[src/rtl/wb_arbiter_if.sv]
// Register-file write-port arbiter bus.
// Bundles the ALU result input, the load-result handshake, the registered
// register-file write port and the status outputs.
//   master : producer side (pipeline / bench) driving alu_* and lsu_*
//   slave  : arbiter side driving lsu_ready, AD3/WE3/WD3, pending, stall_o, err_o
interface wb_arbiter_if #(
    parameter int unsigned D_WIDTH = 32,
    parameter int unsigned A_WIDTH = 5
);
    logic                    alu_valid;
    logic [A_WIDTH-1:0]      alu_rd;
    logic [D_WIDTH-1:0]      alu_data;
    logic                    lsu_valid;
    logic                    lsu_ready;
    logic [A_WIDTH-1:0]      lsu_rd;
    logic [D_WIDTH-1:0]      lsu_data;
    logic [A_WIDTH-1:0]      AD3;
    logic                    WE3;
    logic [D_WIDTH-1:0]      WD3;
    logic [2**A_WIDTH-1:0]   pending;
    logic                    stall_o;
    logic                    err_o;

    modport master (
        output alu_valid, alu_rd, alu_data, lsu_valid, lsu_rd, lsu_data,
        input  lsu_ready, AD3, WE3, WD3, pending, stall_o, err_o
    );

    modport slave (
        input  alu_valid, alu_rd, alu_data, lsu_valid, lsu_rd, lsu_data,
        output lsu_ready, AD3, WE3, WD3, pending, stall_o, err_o
    );
endinterface

[src/rtl/wb_arbiter.sv]
// Register-file write-back arbiter.
// Merges a single-cycle ALU result stream (no backpressure) with load results
// buffered in a small FIFO onto one registered register-file write port.
// ALU wins by default; a full queue starved for STARVE_LIMIT cycles forces a
// one-cycle upstream stall so the queue head can drain.
// Ports:
//   clk, rst_n : clock, asynchronous active-low reset
//   bus        : wb_arbiter_if slave modport (alu_*, lsu_*, AD3/WE3/WD3,
//                pending, stall_o, err_o)
module wb_arbiter #(
    parameter int unsigned D_WIDTH      = 32,
    parameter int unsigned A_WIDTH      = 5,
    parameter int unsigned DEPTH        = 2,
    parameter int unsigned STARVE_LIMIT = 4
) (
    input  logic         clk,
    input  logic         rst_n,
    wb_arbiter_if.slave  bus
);

    localparam int unsigned PW   = (DEPTH > 1) ? $clog2(DEPTH) : 1;
    localparam int unsigned CW   = $clog2(DEPTH + 1);
    localparam int unsigned SW   = $clog2(STARVE_LIMIT + 1);
    localparam int unsigned NREG = 2 ** A_WIDTH;

    typedef struct packed {
        logic [A_WIDTH-1:0] rd;
        logic [D_WIDTH-1:0] data;
    } entry_t;

    // Queue state
    entry_t [DEPTH-1:0]  mem_q, mem_d;
    logic   [DEPTH-1:0]  vld_q, vld_d;
    logic   [PW-1:0]     wr_ptr_q, wr_ptr_d;
    logic   [PW-1:0]     rd_ptr_q, rd_ptr_d;
    logic   [CW-1:0]     count_q, count_d;

    // Arbitration / status state
    logic   [SW-1:0]     starve_q, starve_d;
    logic                stall_q, stall_d;
    logic                err_q, err_d;

    // Register-file write port
    logic                we3_q, we3_d;
    logic   [A_WIDTH-1:0] ad3_q, ad3_d;
    logic   [D_WIDTH-1:0] wd3_q, wd3_d;

    logic                lsu_ready_c;
    logic                sel_alu_c;
    logic                pop_c;
    logic                push_c;
    logic   [SW-1:0]     starve_inc_c;
    logic   [NREG-1:0]   pending_c;
    entry_t              head_c;

    // Ready reflects current occupancy only; a same-cycle pop does not free a slot.
    assign lsu_ready_c = rst_n & (count_q < CW'(DEPTH));
    assign sel_alu_c   = bus.alu_valid & ~stall_q;
    assign pop_c       = ~sel_alu_c & (count_q != '0);
    assign push_c      = bus.lsu_valid & lsu_ready_c;
    assign head_c      = mem_q[rd_ptr_q];

    // Per-register hazard vector from the valid queue slots; r0 never pends.
    always_comb begin
        pending_c = '0;
        for (int unsigned i = 0; i < DEPTH; i++) begin
            if (vld_q[PW'(i)] && (mem_q[PW'(i)].rd != '0)) begin
                pending_c[mem_q[PW'(i)].rd] = 1'b1;
            end
        end
        if (!rst_n) begin
            pending_c = '0;
        end
    end

    // Next-state: queue update, write-port selection, starvation and error tracking.
    always_comb begin
        mem_d        = mem_q;
        vld_d        = vld_q;
        wr_ptr_d     = wr_ptr_q;
        rd_ptr_d     = rd_ptr_q;
        count_d      = count_q;
        starve_d     = starve_q;
        stall_d      = 1'b0;
        err_d        = err_q;
        we3_d        = 1'b0;
        ad3_d        = ad3_q;
        wd3_d        = wd3_q;
        starve_inc_c = '0;

        if (push_c) begin
            mem_d[wr_ptr_q].rd   = bus.lsu_rd;
            mem_d[wr_ptr_q].data = bus.lsu_data;
            vld_d[wr_ptr_q]      = 1'b1;
            wr_ptr_d             = wr_ptr_q + PW'(1);
        end

        if (pop_c) begin
            vld_d[rd_ptr_q] = 1'b0;
            rd_ptr_d        = rd_ptr_q + PW'(1);
        end

        count_d = count_q + CW'(push_c) - CW'(pop_c);

        // Writes to r0 still consume the source but never assert the enable.
        if (sel_alu_c) begin
            ad3_d = bus.alu_rd;
            wd3_d = bus.alu_data;
            we3_d = (bus.alu_rd != '0);
        end else if (pop_c) begin
            ad3_d = head_c.rd;
            wd3_d = head_c.data;
            we3_d = (head_c.rd != '0);
        end

        // Count consecutive edges where a full queue lost to the ALU.
        if ((count_q == CW'(DEPTH)) && sel_alu_c) begin
            starve_inc_c = starve_q + SW'(1);
        end
        if (starve_inc_c == SW'(STARVE_LIMIT)) begin
            stall_d  = 1'b1;
            starve_d = '0;
        end else begin
            starve_d = starve_inc_c;
        end

        // An ALU result arriving during a stall cycle is dropped and flagged.
        if (bus.alu_valid && stall_q) begin
            err_d = 1'b1;
        end
    end

    // State registers
    always_ff @(posedge clk or negedge rst_n) begin
        if (!rst_n) begin
            mem_q    <= '0;
            vld_q    <= '0;
            wr_ptr_q <= '0;
            rd_ptr_q <= '0;
            count_q  <= '0;
            starve_q <= '0;
            stall_q  <= 1'b0;
            err_q    <= 1'b0;
            we3_q    <= 1'b0;
            ad3_q    <= '0;
            wd3_q    <= '0;
        end else begin
            mem_q    <= mem_d;
            vld_q    <= vld_d;
            wr_ptr_q <= wr_ptr_d;
            rd_ptr_q <= rd_ptr_d;
            count_q  <= count_d;
            starve_q <= starve_d;
            stall_q  <= stall_d;
            err_q    <= err_d;
            we3_q    <= we3_d;
            ad3_q    <= ad3_d;
            wd3_q    <= wd3_d;
        end
    end

    assign bus.lsu_ready = lsu_ready_c;
    assign bus.pending   = pending_c;
    assign bus.WE3       = we3_q;
    assign bus.AD3       = ad3_q;
    assign bus.WD3       = wd3_q;
    assign bus.stall_o   = stall_q;
    assign bus.err_o     = err_q;

endmodule

[src/flat_wrapper.sv]
// flat-port wrapper written by rule: the top's interface ports become plain ports
module wb_arbiter_flat 
#(
    parameter int unsigned D_WIDTH      = 32,
    parameter int unsigned A_WIDTH      = 5,
    parameter int unsigned DEPTH        = 2,
    parameter int unsigned STARVE_LIMIT = 4
)
  (clk, rst_n, bus_alu_valid, bus_alu_rd, bus_alu_data, bus_lsu_valid, bus_lsu_rd, bus_lsu_data, bus_lsu_ready, bus_AD3, bus_WE3, bus_WD3, bus_pending, bus_stall_o, bus_err_o);
  wb_arbiter_if #(.D_WIDTH(D_WIDTH), .A_WIDTH(A_WIDTH)) bus_i ();
  input  logic clk;
  input  logic rst_n;
  input wire logic [$bits(bus_i.alu_valid)-1:0] bus_alu_valid;
  input wire logic [$bits(bus_i.alu_rd)-1:0] bus_alu_rd;
  input wire logic [$bits(bus_i.alu_data)-1:0] bus_alu_data;
  input wire logic [$bits(bus_i.lsu_valid)-1:0] bus_lsu_valid;
  input wire logic [$bits(bus_i.lsu_rd)-1:0] bus_lsu_rd;
  input wire logic [$bits(bus_i.lsu_data)-1:0] bus_lsu_data;
  output wire logic [$bits(bus_i.lsu_ready)-1:0] bus_lsu_ready;
  output wire logic [$bits(bus_i.AD3)-1:0] bus_AD3;
  output wire logic [$bits(bus_i.WE3)-1:0] bus_WE3;
  output wire logic [$bits(bus_i.WD3)-1:0] bus_WD3;
  output wire logic [$bits(bus_i.pending)-1:0] bus_pending;
  output wire logic [$bits(bus_i.stall_o)-1:0] bus_stall_o;
  output wire logic [$bits(bus_i.err_o)-1:0] bus_err_o;
  assign bus_i.alu_valid = bus_alu_valid;
  assign bus_i.alu_rd = bus_alu_rd;
  assign bus_i.alu_data = bus_alu_data;
  assign bus_i.lsu_valid = bus_lsu_valid;
  assign bus_i.lsu_rd = bus_lsu_rd;
  assign bus_i.lsu_data = bus_lsu_data;
  assign bus_lsu_ready = bus_i.lsu_ready;
  assign bus_AD3 = bus_i.AD3;
  assign bus_WE3 = bus_i.WE3;
  assign bus_WD3 = bus_i.WD3;
  assign bus_pending = bus_i.pending;
  assign bus_stall_o = bus_i.stall_o;
  assign bus_err_o = bus_i.err_o;
  wb_arbiter #(.D_WIDTH(D_WIDTH), .A_WIDTH(A_WIDTH), .DEPTH(DEPTH), .STARVE_LIMIT(STARVE_LIMIT)) u_core (.clk(clk), .rst_n(rst_n), .bus(bus_i));
endmodule
[config.mk]
export PLATFORM = sky130hd
export DESIGN_NAME = wb_arbiter_flat
export DESIGN_NICKNAME = d
export VERILOG_FILES = /design/src/rtl/wb_arbiter_if.sv /design/src/rtl/wb_arbiter.sv /design/src/flat_wrapper.sv
export SDC_FILE = /design/constraint.sdc
export NUM_CORES = 1
export LEC_CHECK = 0
export CAP_MARGIN = 20
export CORE_UTILIZATION = 45
export DETAILED_ROUTE_END_ITERATION = 10
export PLACE_DENSITY = 0.81
export SYNTH_ARGS = -nofsm -noshare
export SYNTH_HDL_FRONTEND = slang
export SYNTH_SLANG_ARGS = --single-unit
[constraint.sdc]
create_clock -name clk -period 5.2 [get_ports clk]
set_input_delay 1.56 -clock clk [delete_from_list [all_inputs] [get_ports clk]]
set_output_delay 1.56 -clock clk [all_outputs]
set_load 0.005 [all_outputs]
* Word-level counts from Yosys, hierarchy flattened
Cells that the tools add are included.
** Cells by class
- Add/subtract/negate cells :: 5
- Magnitude comparators :: 9
- Equal/unequal tests :: 2
- Multiplexer cells :: 30
- Bitwise gates (word level) :: 10
- Reduce and logical (&&, ||, !) cells :: 14
** Operators by type and width (number)
- 32-bit 2-to-1 mux :: 6
- 74-bit bitwise mux :: 2
- 37-bit 2-to-1 mux :: 3
- 37-bit demux with 1-bit select :: 2
- 32-bit OR :: 1
- 5-bit nonzero test :: 4
- 5-bit by 6-bit < comparator with 1-bit output, second input constant :: 2
- 1-bit demux with 5-bit select :: 2
- 5-bit by 1-bit greater-or-equal comparator with 1-bit output, second input constant :: 2
- 5-bit 2-to-1 mux :: 2
- 1-bit logical AND :: 8
- 1-bit 2-to-1 mux :: 7
- 3-bit 2-to-1 mux :: 2
- 1-bit AND :: 4
- 1-bit by 2-bit < comparator with 1-bit output, second input constant :: 2
- 2-bit 2-to-1 mux :: 2
- 2-bit nonzero test :: 2
- 3-bit by 1-bit adder with 3-bit output, second input constant :: 1
- 3-bit == test, second input constant :: 1
- 1-bit adder, second input constant :: 2
- 2-bit by 1-bit adder with 2-bit output :: 1
- 2-bit AND :: 1
- 1-bit demux with 1-bit select :: 2
- 2-bit == test, second input constant :: 1
- other kinds (6) :: 8
** Storage, ports and cells
- Bits in registers :: 123
- Input port bits :: 78
- Output and inout bits :: 73
- Logic and storage cells :: 84

* Longest topological paths before layout
Gate-level depths: netlist of the first run.
- Depth after elaboration :: 8
- Gate-level depth with buffers :: 9
- Gate-level depth less buffers :: 8

* Least setup slack after synthesis of the first run
No wires, ideal clock.
- Path type :: input to output
- Start :: in rst_n
- End :: out bus_pending[10]
- Arrival time :: 1.887 ns
- Data required time :: 3.640 ns
- Setup slack :: 1.753 ns
- Stages on the path :: 2
- Buffers on the path :: 1
- Cell sequence :: clkbuf_1 > and2_1
** Between the ends
- Cells in the longest elaborated chain, start to end :: 1
** RTL lines
- from (decl) :: line flat_wrapper.sv:12 : input logic rst_n;
- 32-bit 2-to-1 mux :: line wb_arbiter.sv:71 : if (!rst_n) begin
- to (decl) :: line flat_wrapper.sv:23 : output wire logic [$bits(bus_i.pending)-1:0] bus_pending;
No other way between the ends.

* Worst setup path in the final report of the first run
- Start :: in rst_n
- End :: out bus_lsu_ready
** Between the ends
- Cells in the longest elaborated chain, start to end :: 1
** RTL lines
- 1-bit AND :: line wb_arbiter.sv:57 : assign lsu_ready_c = rst_n & (count_q < CW'(DEPTH));
- to (decl) :: line flat_wrapper.sv:19 : output wire logic [$bits(bus_i.lsu_ready)-1:0] bus_lsu_ready;
No other way between the ends.

==> summary.md, run 1 <==
| Metric | Value |
|---|---|
| Fmax | 0.247 GHz |
| Clk network pwr share | 24.3% |
| Vias in the first global route | 4815 |
| Commonest cells post-synth | 123 x dfrtp_1, 73 x mux2_2, 39 x o21ai_0, 38 x mux2_4 |
| Switching power | 1.40 mW |
| Top-count cell post-synth | dfrtp_1 |
| Number of DRC markers in iteration 0 | 248 |
| Hold Violations, Final | 0 |
| GRT Util Overall | 21.7% |
| Clock transition at the registers of the reported paths | 0.05 ns |
| Dpl ws | 1.14 ns |
| Final WL | 14.3 mm |
| Die H | 120 um |
| Finished Layout Cells | 833 |
| Hold_buf cts | 0 |
| CTS Root Cell | clkbuf_16 |
| Final worst path period share | 78.0% |
| Fill count | 1054 |
| Setup TNS | 0 ns |
| Drt first pass iters | 4 |
| Worst Hold Class | flop to flop |
| Startpoint Class | primary input |
| Clock Latency Late Sink | 0.41 ns |
| Post-Syn Instances | 507 |
| Layout Utilization | 62.6% |
| CP max stage cell | clkdlybuf4s50_1 |
| Worst slew pin tran | 1.08 ns |
| IO Count | 151 |
| Share of flip-flops with an asynchronous set or reset | 100% |
| Seq cells post-synth | 123 |
| Worst Path Required | 3.64 ns |
| Row count | 42 |
| Synth Cell Area | 0.00622 sq mm |
| # setup viols final | 0 |
| Number of diodes | 0 |
| RSZ-0062 raised after global routing | false |
| Wirelength per Cell | 17.2 um |
| Switching Share | 30.5% |
| Crit path capture type | output port |
| Min Hold Slack | 0.458 ns |
| Worst-path maximum fanout | 36 |
| Top_reg_cell synth | dfrtp_1 |
| Post-layout worst setup margin | 1.14 ns |
| Critical Path AT | 2.50 ns |
| Top cells by area, synth | dfrtp_1 49%, mux2_2 13%, mux2_4 9.2%, mux2i_1 5.9%, o21ai_0 3.1% |
| Placeable core region | 0.0133 sq mm |
| PwrDens | 551 mW/mm^2 |
| Worst vdd ir | 260 uV |
| H-tree depth | 4 |
| Slew Limit Headroom | 28.0% |
| Seq/Total Area, Yosys | 49.4% |
| Final HPWL DP | 9.67 mm |
| Gpl congestion | 0.822 |
| CTS tree | yes |
| Area share of the largest cell type after synthesis | 49.4% |
| Top delay family on crit path | buffers and inverters |
| Routed Antenna Nets | 0 |
| Port-buffer cells | 149 |
| Nets | 725 |
| Layout cells sized above 1 | 23.9% |
| DR vias/cell | 5.33 |
| CP Cell Sequence | buf_6 -> nor2b_1 -> clkdlybuf4s50_1 |
| Syn Area/Cell | 12.3 sq um |
| Placed cells | 801 |
| Global route total overflow | 0 |
| Buf/Inv on CP | 2 |
| Flop pwr share | 38.8% |
| Clock sink count | 123 |
| Chip Width | 120 um |
| Syn nets | 588 |
| Die Footprint | 0.0143 sq mm |
| Initial Utilization | 46.6% |
| WS Path Type | primary input to output port |
| Combinational Power Share | 36.9% |
| P_int | 3.20 mW |
| # DRC | 0 |
| P_leak | 3.57 nW |
| Vias | 4440 |
| Maximum single-stage delay on the critical path | 0.55 ns |
| Resized Gates After CTS | 0 |
| Antenna violations before repair | 0 |
| Syn. warnings | 0 |
| Synth unique cells | 39 |
| Minimum clock period | 4.06 ns |
| Outcome | completed |
| Post-synth top area cell | dfrtp_1 |
| Final Max Tran Viols | 0 |
| Post-synth EDFFs | 0 |
| Total CTS buffers | 17 |
| Worst Skew | 0.00716 ns |
| Max cap viols | 0 |
| Post-CTS Setup Bufs | 0 |
| First-pass GRT wire length | 24.2 mm |
| P&R area growth vs syn | 34.3% |
| Max Buffers Root-to-Sink | 2 |
| Largest net degree at the start of global routing | 79 |
-- area by class of cell --
cell class                      count  area [sq um]  area share (%)
Tap cell                          176           220            2.63
Timing Repair Buffer              156          1550            18.5
Multi-Input combinational cell    340          2930            35.0
Clock buffer                       24           502            6.00
Inverter                            6          22.5           0.269
Sequential cell                   123          3080            36.8
Clock inverter                      8          65.1           0.778
-- cell families after synthesis --
| logic type | Yosys count | share of synthesized area [%] |
|---|---|---|
| flip-flops | 123 | 49.4 |
| AO/OA/AOI/OAI | 75 | 6.85 |
| AND/OR/NAND/NOR | 108 | 10.1 |
| XOR/XNOR | 5 | 0.703 |
| buffers and inverters | 44 | 3.88 |
| multiplexers | 148 | 28.3 |
| adder cells (fa/ha/maj) | 3 | 0.603 |
| other | 1 | 0.0602 |
-- worst register-to-register path, stage by stage (launching register included) --
cell and delay, ns:
dfrtp_1 0.48, nor2_4 0.14, buf_4 0.58, or2_2 0.28
inv_1 0.07, ha_1 0.28, inv_1 0.04, ha_1 0.19
xnor2_1 0.18, xnor2_1 0.14
-- power groups by stage --
stage | Sequential, mW | Combinational, mW | Clock [mW]
floorplan | 1.60 | 1.29 | 0
global placement | 1.75 | 1.64 | 0
detailed placement | 1.79 | 1.70 | 0
CTS | 1.79 | 1.72 | 1.15
global route | 1.86 | 1.84 | 1.19
finish | 1.79 | 1.70 | 1.12
-- cell usage in the layout, fill, tap and decap left out, types with 3 or more instances in the layout --
master,synthesis,routed
nand3_1,4,4
or3b_1,8,8
o22ai_1,31,31
mux2_2,73,73
dfrtp_1,123,122
clkdlybuf4s50_1,0,148
clkbuf_8,0,5
mux2i_1,37,37
clkinv_2,0,7
mux2_4,38,38
inv_1,5,5
ha_1,3,3
buf_4,5,7
nand3b_1,10,10
nand2_1,37,37
clkbuf_16,0,17
o21ai_0,39,39
xnor2_1,4,4
and2_1,31,31
-- final timing paths --
path,from,end,slack [ns],cells past startpoint
setup / recovery,rst_n,bus_lsu_ready,1.14,3
hold / removal,u_core.bus.err_o,u_core.bus.err_o,0.46,1
setup reg to reg,u_core.count_q[1],u_core.count_q[1],2.75,9
hold reg to reg,u_core.bus.err_o,u_core.bus.err_o,0.46,1
max in group asynchronous,rst_n,u_core.rd_ptr_q,2.96,2
min in group asynchronous,rst_n,u_core.bus.AD3[2],0.99,1
-- flip-flops by register name, indices dropped and copies added, names as in the netlist --
name                flops
u_core.bus.WE3          1
u_core.vld_q            2
u_core.bus.WD3         32
u_core.wr_ptr_q         1
u_core.mem_q           74
u_core.starve_q         3
u_core.bus.err_o        1
u_core.rd_ptr_q         1
u_core.bus.AD3          5
u_core.bus.stall_o      1
u_core.count_q          2
-- per-stage QoR --
step / cell area (sq um) / total power [mW]
2_1_floorplan: 6220 / 2.89
3_3_place_gp: 7790 / 3.40
3_5_place_dp: 7790 / 3.49
4_1_cts: 8360 / 4.65
5_1_grt: 8360 / 4.88
6_report: 8360 / 4.60
-- per-layer routing --
layer / track usage (%) / share of wire [%]
met5: 0 / 0
met4: 8.13 / 1.7
met3: 5.80 / 5.3
met2: 36.4 / 50
met1: 26.6 / 43
Note: power is estimated with default switching activity, not from simulation.
==> run 2: changes to the inputs <==
- clock period: 5.2 -> 3.9 ns (I/O delays scaled with it)
==> summary.md, run 2 (synthesis results as in run 1) <==
| Metric | Value |
|---|---|
| Min Hold Slack | 0.467 ns (+0.00925 ns) |
| Minimum clock period | 3.44 ns |
| Layout cells sized above 1 | 23.6% (-0.30 points) |
| H-tree depth | 4 (unchanged) |
| Switching power | 1.87 mW (+33%) |
| Worst Path Required | 2.73 ns (-0.91 ns) |
| Flop pwr share | 38.7% (about the same) |
| Hold-critical path depth | 1 (unchanged) |
| GRT Util Overall | 21.2% (-0.49 points) |
| IO Count | 151 (unchanged) |
| First-pass GRT wire length | 23.7 mm (-2.1%) |
| # DRC | 0 (unchanged) |
| Fmax | 0.291 GHz |
| Drt first pass iters | 4 (unchanged) |
| Number of DRC markers in iteration 0 | 305 (+23%) |
| Worst vdd ir | 424 uV (+63%) |
| Row count | 42 (unchanged) |
| WS Path Type | flop to output port |
| Clk network pwr share | 24.6% (+0.3 points) |
| Post-CTS Setup Bufs | 0 (unchanged) |
| Hold_buf cts | 0 (unchanged) |
| Clock sink count | 123 (unchanged) |
| Setup TNS | 0 ns (unchanged) |
| PwrDens | 737 mW/mm^2 (+34%) |
| Biggest register | u_core.mem_q |
| Port-buffer cells | 149 (unchanged) |
| # setup viols final | 0 (unchanged) |
| Die H | 120 um (unchanged) |
| Global route total overflow | 0 (unchanged) |
| Placeable core region | 0.0133 sq mm (unchanged) |
| Commonest non-fill, non-tap cell in the layout | clkdlybuf4s50_1 |
| Worst Skew | 0.00735 ns (+0.000185 ns) |
| Layout Utilization | 62.7% (about the same) |
| P_int | 4.30 mW (+34%) |
| Worst slew pin tran | 1.06 ns (-0.0171 ns) |
| DR vias/cell | 5.35 (+0.34%) |
| Final WL | 14.3 mm (-0.17%) |
| Post-layout worst setup margin | 0.460 ns (-0.685 ns) |
| Max Buffers Root-to-Sink | 2 (unchanged) |
| Max cap viols | 0 (unchanged) |
| Vias in the first global route | 4722 (-1.9%) |
| Hold Violations, Final | 0 (unchanged) |
| Reg2reg path depth | 5 (-4) |
| Number of diodes | 0 (unchanged) |
| Combinational Power Share | 36.8% (about the same) |
| RSZ-0062 raised after global routing | false |
| Resized Gates After CTS | 0 (unchanged) |
| Total CTS buffers | 17 (unchanged) |
| Worst Hold Class | flop to flop |
| Critical Path AT | 2.27 ns (-0.23 ns) |
| Gpl congestion | 0.806 (-1.9%) |
| Worst-path maximum fanout | 7 (-81%) |
| Most frequent cells in the layout | 148 x clkdlybuf4s50_1, 122 x dfrtp_1, 73 x mux2_2 |
| Fill count | 1060 (+0.57%) |
| Initial Utilization | 46.6% (unchanged) |
| Crit path capture type | output port |
| Switching Share | 30.3% (-0.20 points) |
| Final Max Tran Viols | 0 (unchanged) |
| Chip Width | 120 um (unchanged) |
| Largest register FFs | 74 (unchanged) |
| Antenna violations before repair | 0 (unchanged) |
| Routed Antenna Nets | 0 (unchanged) |
| Wirelength per Cell | 17.2 um (-0.17%) |
| Nets | 725 (unchanged) |
| P_leak | 3.56 nW (-0.16%) |
| Dpl ws | 0.522 ns (-0.614 ns) |
| Final worst path period share | 88.2% |
| Startpoint Class | flop |
| Vias | 4455 (+0.34%) |
| Final HPWL DP | 9.65 mm (-0.22%) |
| Die Footprint | 0.0143 sq mm (unchanged) |
| Outcome | completed |
| Clock transition at the registers of the reported paths | 0.05 ns (about the same) |
| CTS tree | yes |
| Clock Latency Late Sink | 0.41 ns (about the same) |
| CTS Root Cell | clkbuf_16 |
| Largest net degree at the start of global routing | 79 (unchanged) |
| Slew Limit Headroom | 29.2% (+1.1 points) |
| P&R area growth vs syn | 34.5% (about the same) |
## run 2: worst max-delay path, stage by stage (launching register included)
cell and delay [ns]:
dfrtp_1 0.45, or3b_1 0.54, o22ai_1 0.24, and2_1 0.15, clkdlybuf4s50_1 0.49
## run 2: layout make-up
| type | count | area (sq um) | area share [%] |
|---|---|---|---|
| Clock inverter | 8 | 92.6 | 1.11 |
| Inverter | 6 | 22.5 | 0.269 |
| Clock buffer | 24 | 482 | 5.76 |
| Timing Repair Buffer | 156 | 1550 | 18.5 |
| Sequential cell | 123 | 3080 | 36.8 |
| Tap cell | 176 | 220 | 2.63 |
| Multi-Input combinational cell | 340 | 2930 | 35.0 |
## run 2: path summary, 6_finish.rpt
kind | startpoint | endpoint | slack [ns]
hold / removal | u_core.bus.err_o | u_core.bus.err_o | 0.47
setup / recovery | u_core.mem_q[70] | bus_pending[8] | 0.46
setup reg to reg | u_core.count_q[1] | u_core.mem_q[39] | 1.76
max in group asynchronous | rst_n | u_core.rd_ptr_q | 2.04
hold reg to reg | u_core.bus.err_o | u_core.bus.err_o | 0.47
min in group asynchronous | rst_n | u_core.bus.AD3[4] | 0.63
## run 2: power groups by stage
| stage | Combinational, mW | Sequential, mW | Clock (mW) |
|---|---|---|---|
| global placement | 2.19 | 2.34 | 0 |
| detailed placement | 2.27 | 2.39 | 0 |
| CTS | 2.29 | 2.38 | 1.55 |
| global route | 2.46 | 2.47 | 1.61 |
| finish | 2.27 | 2.38 | 1.52 |
| floorplan | 1.72 | 2.13 | 0 |
## run 2: stage by stage
stage,cells,total power [mW],instance area [sq um]
2_1_floorplan,507,3.85,6220
3_3_place_gp,801,4.53,7790
3_5_place_dp,801,4.66,7790
4_1_cts,833,6.22,8370
5_1_grt,833,6.53,8370
6_report,833,6.17,8370
## run 2: per-layer routing
layer  vias to the layer above  share of wire (%)  track usage (%)
met3                        17                5.6             5.47
met5                         -                  0                0
met1                      2198                 43             26.4
met4                         0                1.2             6.64
li1                       2083                  -                -
met2                       157                 50             35.8
==> run 3: changes to the inputs <==
- CORE_UTILIZATION: 45 -> 28
- PLACE_DENSITY: 0.81 -> 0.57
==> summary.md, run 3 (synthesis results as in run 1) <==
| Metric | Value |
|---|---|
| Outcome | completed |
| Largest register FFs | 74 (unchanged) |
| DR vias/cell | 4.70 (-12%) |
| Clk network pwr share | 26.4% (+1.8 points) |
| Highest routed layer | met4 |
| Layout cells sized above 1 | 24.3% (+0.69 points) |
| Global route total overflow | 0 (unchanged) |
| Placed cells | 906 (+13%) |
| Row count | 54 (+29%) |
| Final Max Tran Viols | 0 (unchanged) |
| Max cap viols | 0 (unchanged) |
| First-pass GRT wire length | 24.3 mm (+2.3%) |
| Fmax | 0.290 GHz (-0.25%) |
| Vias | 4417 (-0.85%) |
| Nets | 727 (+0.28%) |
| Placeable core region | 0.0218 sq mm (+63%) |
| Largest net degree at the start of global routing | 79 (unchanged) |
| Startpoint Class | flop |
| Antenna violations before repair | 0 (unchanged) |
| Switching power | 1.93 mW (+3.4%) |
| Worst-path maximum fanout | 7 (unchanged) |
| Reg2reg path depth | 8 (+3) |
| Reg-to-reg startpoint | u_core.count_q[1] |
| Final worst path period share | 88.4% (+0.22 points) |
| Max Buffers Root-to-Sink | 2 (unchanged) |
| Worst Path Required | 2.73 ns (about the same) |
| Slew Limit Headroom | 48.9% (+20 points) |
| Worst Skew | 0.00575 ns (-0.00160 ns) |
| Switching Share | 30.3% (+0.059 points) |
| CTS tree | yes |
| Worst Hold Class | flop to flop |
| Beginning of the worst hold path | u_core.bus.err_o |
| Worst vdd ir | 297 uV (-30%) |
| Setup TNS | 0 ns (unchanged) |
| IO Count | 151 (unchanged) |
| # DRC | 0 (unchanged) |
| R2r endpoint | u_core.count_q[1] |
| Combinational Power Share | 36.8% (about the same) |
| Final HPWL DP | 10.4 mm (+7.5%) |
| P_int | 4.43 mW (+3.1%) |
| P&R area growth vs syn | 38.1% |
| Routed Antenna Nets | 0 (unchanged) |
| Number of DRC markers in iteration 0 | 151 (-50%) |
| Wirelength per Cell | 16.2 um (-5.5%) |
| CTS Root Cell | clkbuf_16 |
| Port-buffer cells | 149 (unchanged) |
| Critical Path AT | 2.28 ns (about the same) |
| Resized Gates After CTS | 0 (unchanged) |
| Met3 wire length | 911 um (+14%) |
| RSZ-0062 raised after global routing | false |
| Most frequent cells in the layout | 148 x clkdlybuf4s50_1, 122 x dfrtp_1, 73 x mux2_2 |
| # setup viols final | 0 (unchanged) |
| Clock sink count | 123 (unchanged) |
| Minimum clock period | 3.45 ns (+0.00850 ns) |
| Worst Setup SP | u_core.mem_q[70] |
| Layout Utilization | 39.4% (-23 points) |
| Gpl congestion | 0.850 (+5.4%) |
| Crit path capture type | output port |
| Hold-critical path depth | 1 (unchanged) |
| Worst reg-to-reg setup slack | 2.09 ns (+0.33 ns) |
| DR WL met2 | 7.14 mm (+0.39%) |
| Total CTS buffers | 17 (unchanged) |
| Biggest register | u_core.mem_q |
| Clock transition at the registers of the reported paths | 0.06 ns (about the same) |
| Finished Layout Cells | 939 (+13%) |
| GRT Util Overall | 13.9% (-7.3 points) |
| Wl on met1 | 7.03 mm (+13%) |
| Die H | 151 um (+26%) |
| Hold Violations, Final | 0 (unchanged) |
| Hold_buf cts | 0 (unchanged) |
| Post-CTS Setup Bufs | 0 (unchanged) |
| P_leak | 3.59 nW (+0.82%) |
| Vias in the first global route | 4582 (-3.0%) |
| H-tree depth | 4 (unchanged) |
| Clock Latency Late Sink | 0.41 ns (about the same) |
| Final WL | 15.2 mm (+6.5%) |
| WS Path Type | flop to output port |
| Commonest non-fill, non-tap cell in the layout | clkdlybuf4s50_1 |
| Power Total | 6.36 mW (+3.2%) |
| Drt first pass iters | 5 (+1) |
| Initial Utilization | 28.5% (-18 points) |
| Number of diodes | 0 (unchanged) |
| Die Footprint | 0.0228 sq mm (+60%) |
| Hold Path End | u_core.bus.err_o |
| Chip Width | 151 um (+26%) |
| Flop pwr share | 36.7% (-2.0 points) |
| PwrDens | 740 mW/mm^2 (+0.46%) |
| Worst slew pin tran | 0.766 ns (-0.296 ns) |
==> run 3: routing by layer <==
| layer | up-vias | track usage (%) |
|---|---|---|
| li1 | 2094 | - |
| met1 | 2142 | 18.1 |
| met2 | 168 | 22.4 |
| met3 | 13 | 3.49 |
| met4 | 0 | 4.50 |
| met5 | - | 0 |
==> run 3: area by class of cell <==
class	count	area, sq um
Clock inverter	13	190
Inverter	6	22.5
Sequential cell	123	3080
Timing Repair Buffer	158	1580
Tap cell	280	350
Multi-Input combinational cell	340	2930
Fill cell	2104	13200
Clock buffer	19	443
==> run 3: critical path: stages, from the launching register on <==
cell and delay [ns]:
dfrtp_1 0.44, or3b_1 0.52, o22ai_1 0.24, and2_1 0.17, clkdlybuf4s50_1 0.50
==> run 3: how the worst max path moves through the flow <==
| stage | depth (start not counted) | slack, ns | endpoint |
|---|---|---|---|
| after floorplan | 2 | 1.23 | bus_pending[10] |
| after global placement | 3 | 0.59 | bus_lsu_ready |
| after detailed placement | 3 | 0.55 | bus_lsu_ready |
| after CTS | 4 | 0.43 | bus_pending[28] |
| after global routing | 4 | 0.33 | bus_pending[8] |
| final | 4 | 0.45 | bus_pending[28] |
==> run 3: through the flow <==
step / hold WS (ns) / setup WS, ns / instance area [sq um]
3_5_place_dp: 0.449 / 0.554 / 7930
5_1_grt: 0.484 / 0.329 / 8590
2_1_floorplan: 0.432 / 1.23 / 6220
4_1_cts: 0.467 / 0.431 / 8570
6_report: 0.460 / 0.451 / 8590
3_3_place_gp: 0.443 / 0.586 / 7930
==> run 3: power groups by stage <==
stage | Combinational [mW] | Clock, mW | Sequential, mW
2_1_floorplan | 1.72 | 0 | 2.13
3_3_place_gp | 2.23 | 0 | 2.35
3_5_place_dp | 2.29 | 0 | 2.40
4_1_cts | 2.30 | 1.73 | 2.39
5_1_grt | 2.55 | 1.80 | 2.43
6_report | 2.34 | 1.68 | 2.34
